**src/rtl/fe_capture_packer_if.sv**
```systemverilog
// Capture packer port bundle: control, front-end event inputs and the FIFO write port.
// The packer drives through master; the environment/FIFO side uses slave.
interface fe_capture_packer_if #(
    parameter int pCOUNT_BITS = 14
);
    logic                   I_arm;
    logic                   I_abort;
    logic                   I_trigger;
    logic [pCOUNT_BITS-1:0] I_max_words;
    logic                   I_event_valid;
    logic [7:0]             I_event_data;
    logic [7:0]             I_status;
    logic                   I_fifo_full;
    logic [17:0]            O_data;
    logic                   O_wr;
    logic                   O_armed;
    logic                   O_capturing;
    logic                   O_capture_done;
    logic                   O_drop_sticky;

    modport master (
        input  I_arm, I_abort, I_trigger, I_max_words, I_event_valid,
               I_event_data, I_status, I_fifo_full,
        output O_data, O_wr, O_armed, O_capturing, O_capture_done, O_drop_sticky
    );

    modport slave (
        output I_arm, I_abort, I_trigger, I_max_words, I_event_valid,
               I_event_data, I_status, I_fifo_full,
        input  O_data, O_wr, O_armed, O_capturing, O_capture_done, O_drop_sticky
    );
endinterface

```
**src/rtl/fe_capture_packer.sv**
```systemverilog
// Front-end capture formatter: turns data events and status changes into
// 18-bit tagged, timestamped FIFO words, with idle, drop and length accounting.
module fe_capture_packer #(
    parameter int pTS_BITS    = 8,
    parameter int pCOUNT_BITS = 14
) (
    input  logic                fe_clk,
    input  logic                reset_n,
    fe_capture_packer_if.master bus
);
    typedef enum logic [1:0] {IDLE, ARMED, CAPTURE, DONE} state_t;

    state_t                 state;
    logic [pTS_BITS-1:0]    ts;
    logic [15:0]            time_cnt;
    logic [15:0]            drop_cnt;
    logic [pCOUNT_BITS-1:0] wcnt;
    logic [7:0]             status_ref;
    logic                   ref_ok;
    logic                   pend;
    logic [7:0]             pend_val;
    logic                   wr_q;
    logic [17:0]            data_q;
    logic                   sticky_q;

    logic                   cap, mark_go, data_go, stat_go, time_go;
    logic                   produce, wr_go, stat_chg;
    logic [7:0]             delta;
    logic [17:0]            word;
    logic [15:0]            time_nxt, drop_nxt;
    logic [pCOUNT_BITS-1:0] wcnt_nxt;

    // One producer per cycle, MARK > DATA > pending STAT > TIME.
    always_comb begin
        cap      = (state == CAPTURE) && !bus.I_abort;
        mark_go  = cap && (drop_cnt != 16'd0) && !bus.I_fifo_full;
        data_go  = cap && bus.I_event_valid && !mark_go;
        stat_go  = cap && pend && !mark_go && !data_go;
        time_go  = cap && (&ts) && !mark_go && !data_go && !stat_go;
        produce  = mark_go || data_go || stat_go || time_go;
        wr_go    = produce && !bus.I_fifo_full;
        stat_chg = ref_ok && (bus.I_status != status_ref);
        delta    = 8'(ts);
        time_nxt = (&time_cnt) ? time_cnt : time_cnt + 16'd1;
        drop_nxt = (&drop_cnt) ? drop_cnt : drop_cnt + 16'd1;
        wcnt_nxt = wcnt + 1'b1;
        word     = '0;
        if (mark_go)      word = {2'b11, drop_cnt};
        else if (data_go) word = {2'b00, delta, bus.I_event_data};
        else if (stat_go) word = {2'b01, delta, pend_val};
        else if (time_go) word = {2'b10, time_nxt};
    end

    always_ff @(posedge fe_clk or negedge reset_n) begin
        if (!reset_n) begin
            state      <= IDLE;
            ts         <= '0;
            time_cnt   <= '0;
            drop_cnt   <= '0;
            wcnt       <= '0;
            status_ref <= '0;
            ref_ok     <= 1'b0;
            pend       <= 1'b0;
            pend_val   <= '0;
            wr_q       <= 1'b0;
            data_q     <= '0;
            sticky_q   <= 1'b0;
        end else begin
            status_ref <= bus.I_status;
            ref_ok     <= 1'b1;
            wr_q       <= 1'b0;
            data_q     <= '0;
            if (bus.I_abort) begin
                state    <= IDLE;
                ts       <= '0;
                time_cnt <= '0;
                drop_cnt <= '0;
                wcnt     <= '0;
                pend     <= 1'b0;
                sticky_q <= 1'b0;
            end else begin
                case (state)
                    IDLE, DONE: begin
                        if (bus.I_arm) begin
                            state    <= ARMED;
                            wcnt     <= '0;
                            drop_cnt <= '0;
                            sticky_q <= 1'b0;
                        end
                    end
                    ARMED: begin
                        if (bus.I_trigger) begin
                            state    <= CAPTURE;
                            ts       <= '0;
                            time_cnt <= '0;
                            pend     <= 1'b0;
                        end
                    end
                    CAPTURE: begin
                        ts <= produce ? '0 : ts + 1'b1;
                        // Only the newest status survives; an emission in the
                        // same cycle as a new change keeps the new one pending.
                        if (stat_chg) begin
                            pend     <= 1'b1;
                            pend_val <= bus.I_status;
                        end else if (stat_go) begin
                            pend <= 1'b0;
                        end
                        if (data_go || stat_go) time_cnt <= '0;
                        else if (time_go)       time_cnt <= time_nxt;
                        // An event colliding with a MARK is lost and forces another MARK.
                        if (mark_go) begin
                            drop_cnt <= bus.I_event_valid ? 16'd1 : 16'd0;
                            if (bus.I_event_valid) sticky_q <= 1'b1;
                        end else if (produce && bus.I_fifo_full) begin
                            drop_cnt <= drop_nxt;
                            sticky_q <= 1'b1;
                        end
                        if (wr_go) begin
                            wr_q   <= 1'b1;
                            data_q <= word;
                            wcnt   <= wcnt_nxt;
                            if (bus.I_max_words != '0 && wcnt_nxt == bus.I_max_words)
                                state <= DONE;
                        end
                    end
                    default: state <= IDLE;
                endcase
            end
        end
    end

    assign bus.O_data         = data_q;
    assign bus.O_wr           = wr_q;
    assign bus.O_armed        = (state == ARMED);
    assign bus.O_capturing    = (state == CAPTURE);
    assign bus.O_capture_done = (state == DONE);
    assign bus.O_drop_sticky  = sticky_q;
endmodule
```
**src/flat_wrapper.sv**
```systemverilog
// flat-port wrapper written by rule: the top's interface ports become plain ports
module fe_capture_packer_flat 
#(
    parameter int pTS_BITS    = 8,
    parameter int pCOUNT_BITS = 14
)
  (fe_clk, reset_n, bus_I_arm, bus_I_abort, bus_I_trigger, bus_I_max_words, bus_I_event_valid, bus_I_event_data, bus_I_status, bus_I_fifo_full, bus_O_data, bus_O_wr, bus_O_armed, bus_O_capturing, bus_O_capture_done, bus_O_drop_sticky);
  fe_capture_packer_if #(.pCOUNT_BITS(pCOUNT_BITS)) bus_i ();
  input  logic fe_clk;
  input  logic reset_n;
  input wire logic [$bits(bus_i.I_arm)-1:0] bus_I_arm;
  input wire logic [$bits(bus_i.I_abort)-1:0] bus_I_abort;
  input wire logic [$bits(bus_i.I_trigger)-1:0] bus_I_trigger;
  input wire logic [$bits(bus_i.I_max_words)-1:0] bus_I_max_words;
  input wire logic [$bits(bus_i.I_event_valid)-1:0] bus_I_event_valid;
  input wire logic [$bits(bus_i.I_event_data)-1:0] bus_I_event_data;
  input wire logic [$bits(bus_i.I_status)-1:0] bus_I_status;
  input wire logic [$bits(bus_i.I_fifo_full)-1:0] bus_I_fifo_full;
  output wire logic [$bits(bus_i.O_data)-1:0] bus_O_data;
  output wire logic [$bits(bus_i.O_wr)-1:0] bus_O_wr;
  output wire logic [$bits(bus_i.O_armed)-1:0] bus_O_armed;
  output wire logic [$bits(bus_i.O_capturing)-1:0] bus_O_capturing;
  output wire logic [$bits(bus_i.O_capture_done)-1:0] bus_O_capture_done;
  output wire logic [$bits(bus_i.O_drop_sticky)-1:0] bus_O_drop_sticky;
  assign bus_i.I_arm = bus_I_arm;
  assign bus_i.I_abort = bus_I_abort;
  assign bus_i.I_trigger = bus_I_trigger;
  assign bus_i.I_max_words = bus_I_max_words;
  assign bus_i.I_event_valid = bus_I_event_valid;
  assign bus_i.I_event_data = bus_I_event_data;
  assign bus_i.I_status = bus_I_status;
  assign bus_i.I_fifo_full = bus_I_fifo_full;
  assign bus_O_data = bus_i.O_data;
  assign bus_O_wr = bus_i.O_wr;
  assign bus_O_armed = bus_i.O_armed;
  assign bus_O_capturing = bus_i.O_capturing;
  assign bus_O_capture_done = bus_i.O_capture_done;
  assign bus_O_drop_sticky = bus_i.O_drop_sticky;
  fe_capture_packer #(.pTS_BITS(pTS_BITS), .pCOUNT_BITS(pCOUNT_BITS)) u_core (.fe_clk(fe_clk), .reset_n(reset_n), .bus(bus_i));
endmodule
```
**config.mk**
```make
export PLATFORM = sky130hd
export DESIGN_NAME = fe_capture_packer_flat
export DESIGN_NICKNAME = d
export VERILOG_FILES = /design/src/rtl/fe_capture_packer_if.sv /design/src/rtl/fe_capture_packer.sv /design/src/flat_wrapper.sv
export SDC_FILE = /design/constraint.sdc
export NUM_CORES = 1
export LEC_CHECK = 0
export CORE_AREA = 2 2 110 112
export CTS_BUF_LIST = sky130_fd_sc_hd__clkbuf_8
export CTS_CLUSTER_SIZE = 10
export DETAILED_ROUTE_END_ITERATION = 10
export DIE_AREA = 0 0 112 114
export GPL_TIMING_DRIVEN = 0
export PLACE_DENSITY = 0.71
export SYNTH_ARGS = -nofsm -noshare
export SYNTH_HDL_FRONTEND = slang
export SYNTH_SLANG_ARGS = --single-unit
```
**constraint.sdc**
```tcl
create_clock -name fe_clk -period 2.9 [get_ports fe_clk]
set_clock_uncertainty 0.2 [all_clocks]
set_input_delay 0.435 -clock fe_clk [delete_from_list [all_inputs] [get_ports fe_clk]]
set_output_delay 0.435 -clock fe_clk [all_outputs]
set_load 0.03 [all_outputs]
```
==> qor.yml, run 1 <==
status: "finished clean"
wl_met1_mm: 6.72
grt.total_usage: 0.240
drt_wl_total_mm: 15.0
synth_xor_area_frac: 0.0630
routed.top_layer: "met4"
path_clk_slew_ns: 0.10
drive_gt1_frac: 0.164
layout_commonest_cell: "dfrtp_1"
grt_pass1_vias: 4894
pwr_density_cell_nw_per_um2: 510
post-route-period-util: 0.948
worstHoldPathType: "primary input to register"
core_area_sq_um: 11700
cpMostUsedCell: "buf_4"
grt_max_degree: 54
layout.nets: 728
cp.buffers_inverters: 5
synth_compound_area_frac: 0.211
seq_area_sq_um: 2350
start_util: 0.487
synth_top_family_by_area: "simple AND/OR/NAND/NOR gates"
synthToLayoutAreaGrowth_pct: 20.5
synthAdderAreaFrac: 0.0176
slew_viol_final: 0
tns_ns: 0
fin_crit_ns: 2.75
ir_drop_mv: 0.343
die_h_um: 114
cts_buffers: 9
ctsHtreeMaxLevel: 3
ys_warn_count: 0
finalSetupViolCount: 0
clock_latency_ns: 0.39
slew-limit-headroom: 0.623
met2_length_mm: 7.19
seq_area_frac_synth: 0.413
ys.flop_type: "dfrtp_1"
cpMaxStageDelayCell: "dfrtp_1"
startpoint_type: "register"
mostFrequentLayoutCells: "dfrtp_1 (92), o21ai_0 (67), clkdlybuf4s50_1 (57), nor2_1 (50), nand2_1 (37)"
synth_top_area_cell: "dfrtp_1"
firstDrtPassIters: 6
dieArea_sq_um: 12800
drt-vias-per-instance: 6.15
num_rows: 40
stdcell_area_sq_um: 6870
antenna_found_initial: 0
async_reset_ff_frac: 1.00
synth_top_area_frac: 0.413
clock_path_buffers: 2
io_buffers: 58
ant_nets: 0
required_ns: 2.97
hold_depth: 3
critical-path-top-delay-family: "buffers and inverters"
power_mw: 3.50
synth_area_per_cell_sq_um: 9.45
yosys.cell_types.count: 82
drv_cap: 0
synth_edf_count: 0
die_x_um: 112
synth_mux_area_frac: 0.0268
r2r_cells: 11
overflow: 0
antenna_cells: 0
cp.depth: 11
hpwl_mm: 10.9
place_area_sq_um: 6490
cts-root-buf: "clkbuf_8"
fill_cells: 1043
gp_congestion: 0.884
cp_cell_sequence: "inv_1 > ha_1 > buf_4 > nor2b_4 > buf_4 > buf_4 > o211ai_4 > o21ai_2 > or2_2 > buf_2 > o41ai_1"
critPathKind: "register to register"
multi_input_area_sq_um: 3180
drt_iter0_drc: 458
final_cells: 835
wl_per_cell_um: 18.0
grt_pass1_wl_mm: 24.6
syn_nets: 648
num_vias: 5133
arrival_ns: 2.82
drc: 0
finalHoldViolCount: 0
wl_met3_um: 755
path_max_fanout: 10
ys_ff_latch: 94
dp.cells: 809
synthTopCellsByArea: "dfrtp_1 (41%), o21ai_0 (5.9%), xor2_1 (4.3%)"
p_leak_nw: 2.84
endpoint_kind: "register"
synth_area_sq_um: 5700
fmax_ghz: 0.364
yosys.area_share.simple: 0.225
cts_tree: "yes"
synth_cells: 603
worst_path_largest_cell_delay_ns: 0.40
ios: 60
cts_sinks: 94
worst_pin_slew_ns: 0.558
stage by stage:
stage | hold WS (ns) | util | setup WS [ns]
finish | 0.241 | 0.586 | 0.150
global route | 0.252 | 0.586 | -0.00408
CTS | 0.241 | 0.576 | 0.00107
detailed placement | 0.267 | 0.554 | -0.194
global placement | 0.292 | 0.552 | -2.24
floorplan | -0.0606 | - | 0.117
cell families (layout without fill, tap and decap cells):
family	Yosys count	after routing
compound gates	173	173
xor+xnor	41	41
fa+ha+maj	8	8
buf+inv	43	128
flops	94	94
mux	14	14
other cells	1	1
simple gates	229	229
worst min-delay path: stages:
cell and delay, ns:
clkbuf_8 0.15, nor2_2 0.09, a21boi_0 0.12
repair_timing:
| item | 4_1_cts | 5_1_grt |
|---|---|---|
| hold buffers | 1 | 0 |
| endpoints found under the hold margin | 41 | 0 |
| endpoints found under the setup margin | 15 | 51 |
| pin swaps | 0 | 3 |
| cloned | 0 | 0 |
| resized for setup | 7 | 17 |
| setup buffers | 0 | 10 |
final cells by class:
cell class	instances	area share
Tap cell	147	0.0268
Timing Repair Buffer	70	0.101
Clock inverter	7	0.0118
Multi-Input combinational cell	466	0.463
Clock buffer	9	0.0180
Sequential cell	94	0.343
Inverter	10	0.00547
Buffer	32	0.0313
registers in the layout, summed over array words and instances (netlist names):
register	flops
u_core.bus.O_data	18
u_core.drop_cnt	16
u_core.time_cnt	16
u_core.wcnt	14
u_core.delta	8
u_core.pend_val	8
u_core.status_ref	8
u_core.state	2
u_core.bus.O_drop_sticky	1
u_core.bus.O_wr	1
u_core.pend	1
u_core.ref_ok	1
Yosys cell counts, types with 8 or more instances:
cell	n
a21oi_1	18
a221oi_1	14
a31oi_1	9
and3_1	13
buf_2	12
clkbuf_1	8
dfrtp_1	94
ha_1	8
inv_1	9
mux2_2	10
nand2_1	38
nand3_1	22
nand4_1	23
nor2_1	52
nor3_1	12
nor4_1	15
o21ai_0	67
o31ai_1	8
xnor2_1	13
xor2_1	28
worst paths after layout:
check | start | endpoint | slack (ns)
setup reg to reg | u_core.state[0] | u_core.wcnt[10] | 0.15
min in group asynchronous | reset_n | u_core.drop_cnt[8] | 0.36
setup / recovery | u_core.state[0] | u_core.wcnt[10] | 0.15
hold / removal | bus_I_fifo_full | u_core.bus.O_data[16] | 0.24
max in group asynchronous | reset_n | u_core.time_cnt[7] | 1.47
hold reg to reg | u_core.pend_val[5] | u_core.pend_val[5] | 0.32
power breakdown:
part | internal, mW | leakage [nW] | switching, mW | total, mW
logic | 0.458 | 1.47 | 0.640 | 1.10
registers | 1.40 | 1.27 | 0.0714 | 1.47
clock network | 0.412 | 0.0997 | 0.517 | 0.929
layer usage:
metal	vias to the layer above	GRT usage
met5	-	0
li1	2418	-
met4	0	0.0911
met3	25	0.0377
met2	167	0.376
met1	2523	0.338
Note: power is estimated with default switching activity, not from simulation.
==> inputs of run 2 (changes only) <==
Settings changed: PLACE_DENSITY 0.71 to 0.78.
==> qor.yml, run 2 (same netlist as run 1, synthesis figures left out) <==
status: "finished clean"  # unchanged
slew_viol_final: 0  # unchanged
met2_length_mm: 7.39  # was 7.19 mm
drt-vias-per-instance: 6.12  # was 6.15
p_switching_mw: 1.24  # was 1.23 mW
worst_pin_slew_ns: 0.523  # was 0.558 ns
drv_cap: 0  # unchanged
worst_path_largest_cell_delay_ns: 0.41  # was 0.40 ns
path_max_fanout: 10  # unchanged
fill_cells: 1009  # was 1043
multi_input_area_sq_um: 3160  # was 3180 sq um
fmax_ghz: 0.362  # was 0.364 GHz
num_vias: 5119  # was 5133
drc: 0  # unchanged
antenna_found_initial: 0  # unchanged
mostFrequentLayoutCells: "dfrtp_1 (92), o21ai_0 (67), clkdlybuf4s50_1 (57), nor2_1 (50), nand2_1 (38)"  # was dfrtp_1 (92), o21ai_0 (67), clkdlybuf4s50_1 (57), nor2_1 (50), nand2_1 (37)
power_frac_comb: 0.311  # was 0.314
drt_wl_total_mm: 14.9  # was 15.0 mm
layout_commonest_cell: "dfrtp_1"  # unchanged
num_rows: 40  # unchanged
largest_reg_flops: 18  # unchanged
start_util: 0.487  # unchanged
antenna_cells: 0  # unchanged
power.internal_mw: 2.29  # was 2.27 mW
wl_met1_mm: 6.57  # was 6.72 mm
arrival_ns: 2.87  # was 2.82 ns
slew-limit-headroom: 0.650  # was 0.623
io_buffers: 58  # unchanged
layout.nets: 730  # was 728
clock_path_buffers: 2  # unchanged
finalHoldViolCount: 0  # unchanged
cts-root-buf: "clkbuf_8"  # unchanged
rsz0062_at_grt: "false"
p_clk_frac: 0.271  # was 0.265
grt.total_usage: 0.238  # was 0.240
p_leak_nw: 2.86  # was 2.84 nW
die_x_um: 112  # unchanged
synthToLayoutAreaGrowth_pct: 20.8  # was 20.5%
grt_max_degree: 64  # was 54
fin_crit_ns: 2.76  # was 2.75 ns
critPathKind: "register to register"  # unchanged
hpwl_mm: 10.7  # was 10.9 mm
post-route-period-util: 0.952  # was 0.948
ir_drop_mv: 0.349  # was 0.343 mV
gp_congestion: 0.916  # was 0.884
dieArea_sq_um: 12800  # unchanged
setup_ws_ns: 0.140  # was 0.150 ns
required_ns: 3.01  # was 2.97 ns
power_mw: 3.53  # was 3.50 mW
startpoint_type: "register"  # unchanged
cp_cell_sequence: "inv_1 > ha_1 > buf_4 > nor2b_4 > buf_8 > nand2_1 > a311o_4 > a21o_1 > or3_1 > a21oi_1"  # was inv_1 > ha_1 > buf_4 > nor2b_4 > buf_4 > buf_4 > o211ai_4 > o21ai_2 > or2_2 > buf_2 > o41ai_1
ctsHtreeMaxLevel: 3  # unchanged
cpMaxStageDelayCell: "dfrtp_1"  # unchanged
pwr_density_cell_nw_per_um2: 512  # was 510 nW/um^2
grt_pass1_wl_mm: 24.6  # about the same
ios: 60  # unchanged
die_h_um: 114  # unchanged
routed.top_layer: "met4"  # unchanged
wl_met3_um: 716  # was 755 um
seq_power_share: 0.419  # was 0.421
switching_share: 0.350  # was 0.351
endpoint_kind: "register"  # unchanged
seq_area_sq_um: 2350  # unchanged
ant_nets: 0  # unchanged
firstDrtPassIters: 5  # was 6
cts_sinks: 94  # unchanged
path_clk_slew_ns: 0.10  # about the same
wl_per_cell_um: 17.8  # was 18.0 um
worstHoldPathType: "primary input to register"  # unchanged
dp_slack_ns: -0.178  # was -0.194 ns
overflow: 0  # unchanged
cts_buffers: 9  # unchanged
cts_tree: "yes"  # unchanged
finalSetupViolCount: 0  # unchanged
drt_iter0_drc: 519  # was 458
core_area_sq_um: 11700  # unchanged
grt_pass1_vias: 5004  # was 4894
drive_gt1_frac: 0.159  # was 0.164
clock_latency_ns: 0.38  # was 0.39 ns
## run 2: layer usage
metal | global-route usage | vias to the layer above
met2 | 0.396 | 146
met4 | 0.0829 | 0
met1 | 0.319 | 2536
met5 | 0 | -
met3 | 0.0372 | 25
li1 | - | 2412
## run 2: worst paths after layout
| check | from | to | slack, ns | cells after the start |
|---|---|---|---|---|
| setup / recovery | u_core.state[0] | u_core.drop_cnt[5] | 0.14 | 10 |
| hold / removal | bus_I_fifo_full | u_core.bus.O_data[16] | 0.26 | 3 |
| setup reg to reg | u_core.state[0] | u_core.drop_cnt[5] | 0.14 | 10 |
| hold reg to reg | u_core.wcnt[13] | u_core.wcnt[13] | 0.32 | 1 |
| max in group asynchronous | reset_n | u_core.wcnt[0] | 1.51 | 3 |
| min in group asynchronous | reset_n | u_core.status_ref[2] | 0.33 | 2 |
## run 2: area by class of cell
cell class | count | share of cell area
Clock inverter | 6 | 0.0113
Clock buffer | 10 | 0.0200
Sequential cell | 94 | 0.342
Inverter | 10 | 0.00545
Timing Repair Buffer | 71 | 0.103
Multi-Input combinational cell | 466 | 0.459
Tap cell | 147 | 0.0267
Buffer | 33 | 0.0320
## run 2: critical path: cells and delay by family (launching register included)
| family | cells | cell delay [ns] |
|---|---|---|
| simple gates | 3 | 0.69 |
| fa+ha+maj | 1 | 0.18 |
| buf+inv | 3 | 0.44 |
| flops | 1 | 0.41 |
| compound gates | 3 | 0.78 |
## run 2: through the flow
stage               area, sq um  TNS [ns]  hold WS (ns)  utilization  std cells
CTS                        6740         0         0.252        0.576        828
detailed placement         6490     -2.27         0.204        0.554        809
floorplan                  5700         0       -0.0606            -        603
finish                     6880         0         0.261        0.588        837
global route               6880         0         0.262        0.588        837
global placement           6460   -206.42         0.293        0.552        808
## run 2: timing repair
item,in CTS,in global routing
pin swaps,0,3
resized for setup,3,19
endpoints found under the hold margin,31,0
setup buffers,2,9
endpoints found under the setup margin,14,36
hold buffers,1,0
## run 2: power groups by stage
stage / Clock [mW] / Combinational, mW / Sequential (mW)
finish: 0.954 / 1.10 / 1.48
global route: 1.03 / 1.18 / 1.49
CTS: 0.972 / 1.02 / 1.48
detailed placement: 0 / 0.985 / 1.50
global placement: 0 / 0.952 / 1.49
floorplan: 0 / 0.675 / 1.48
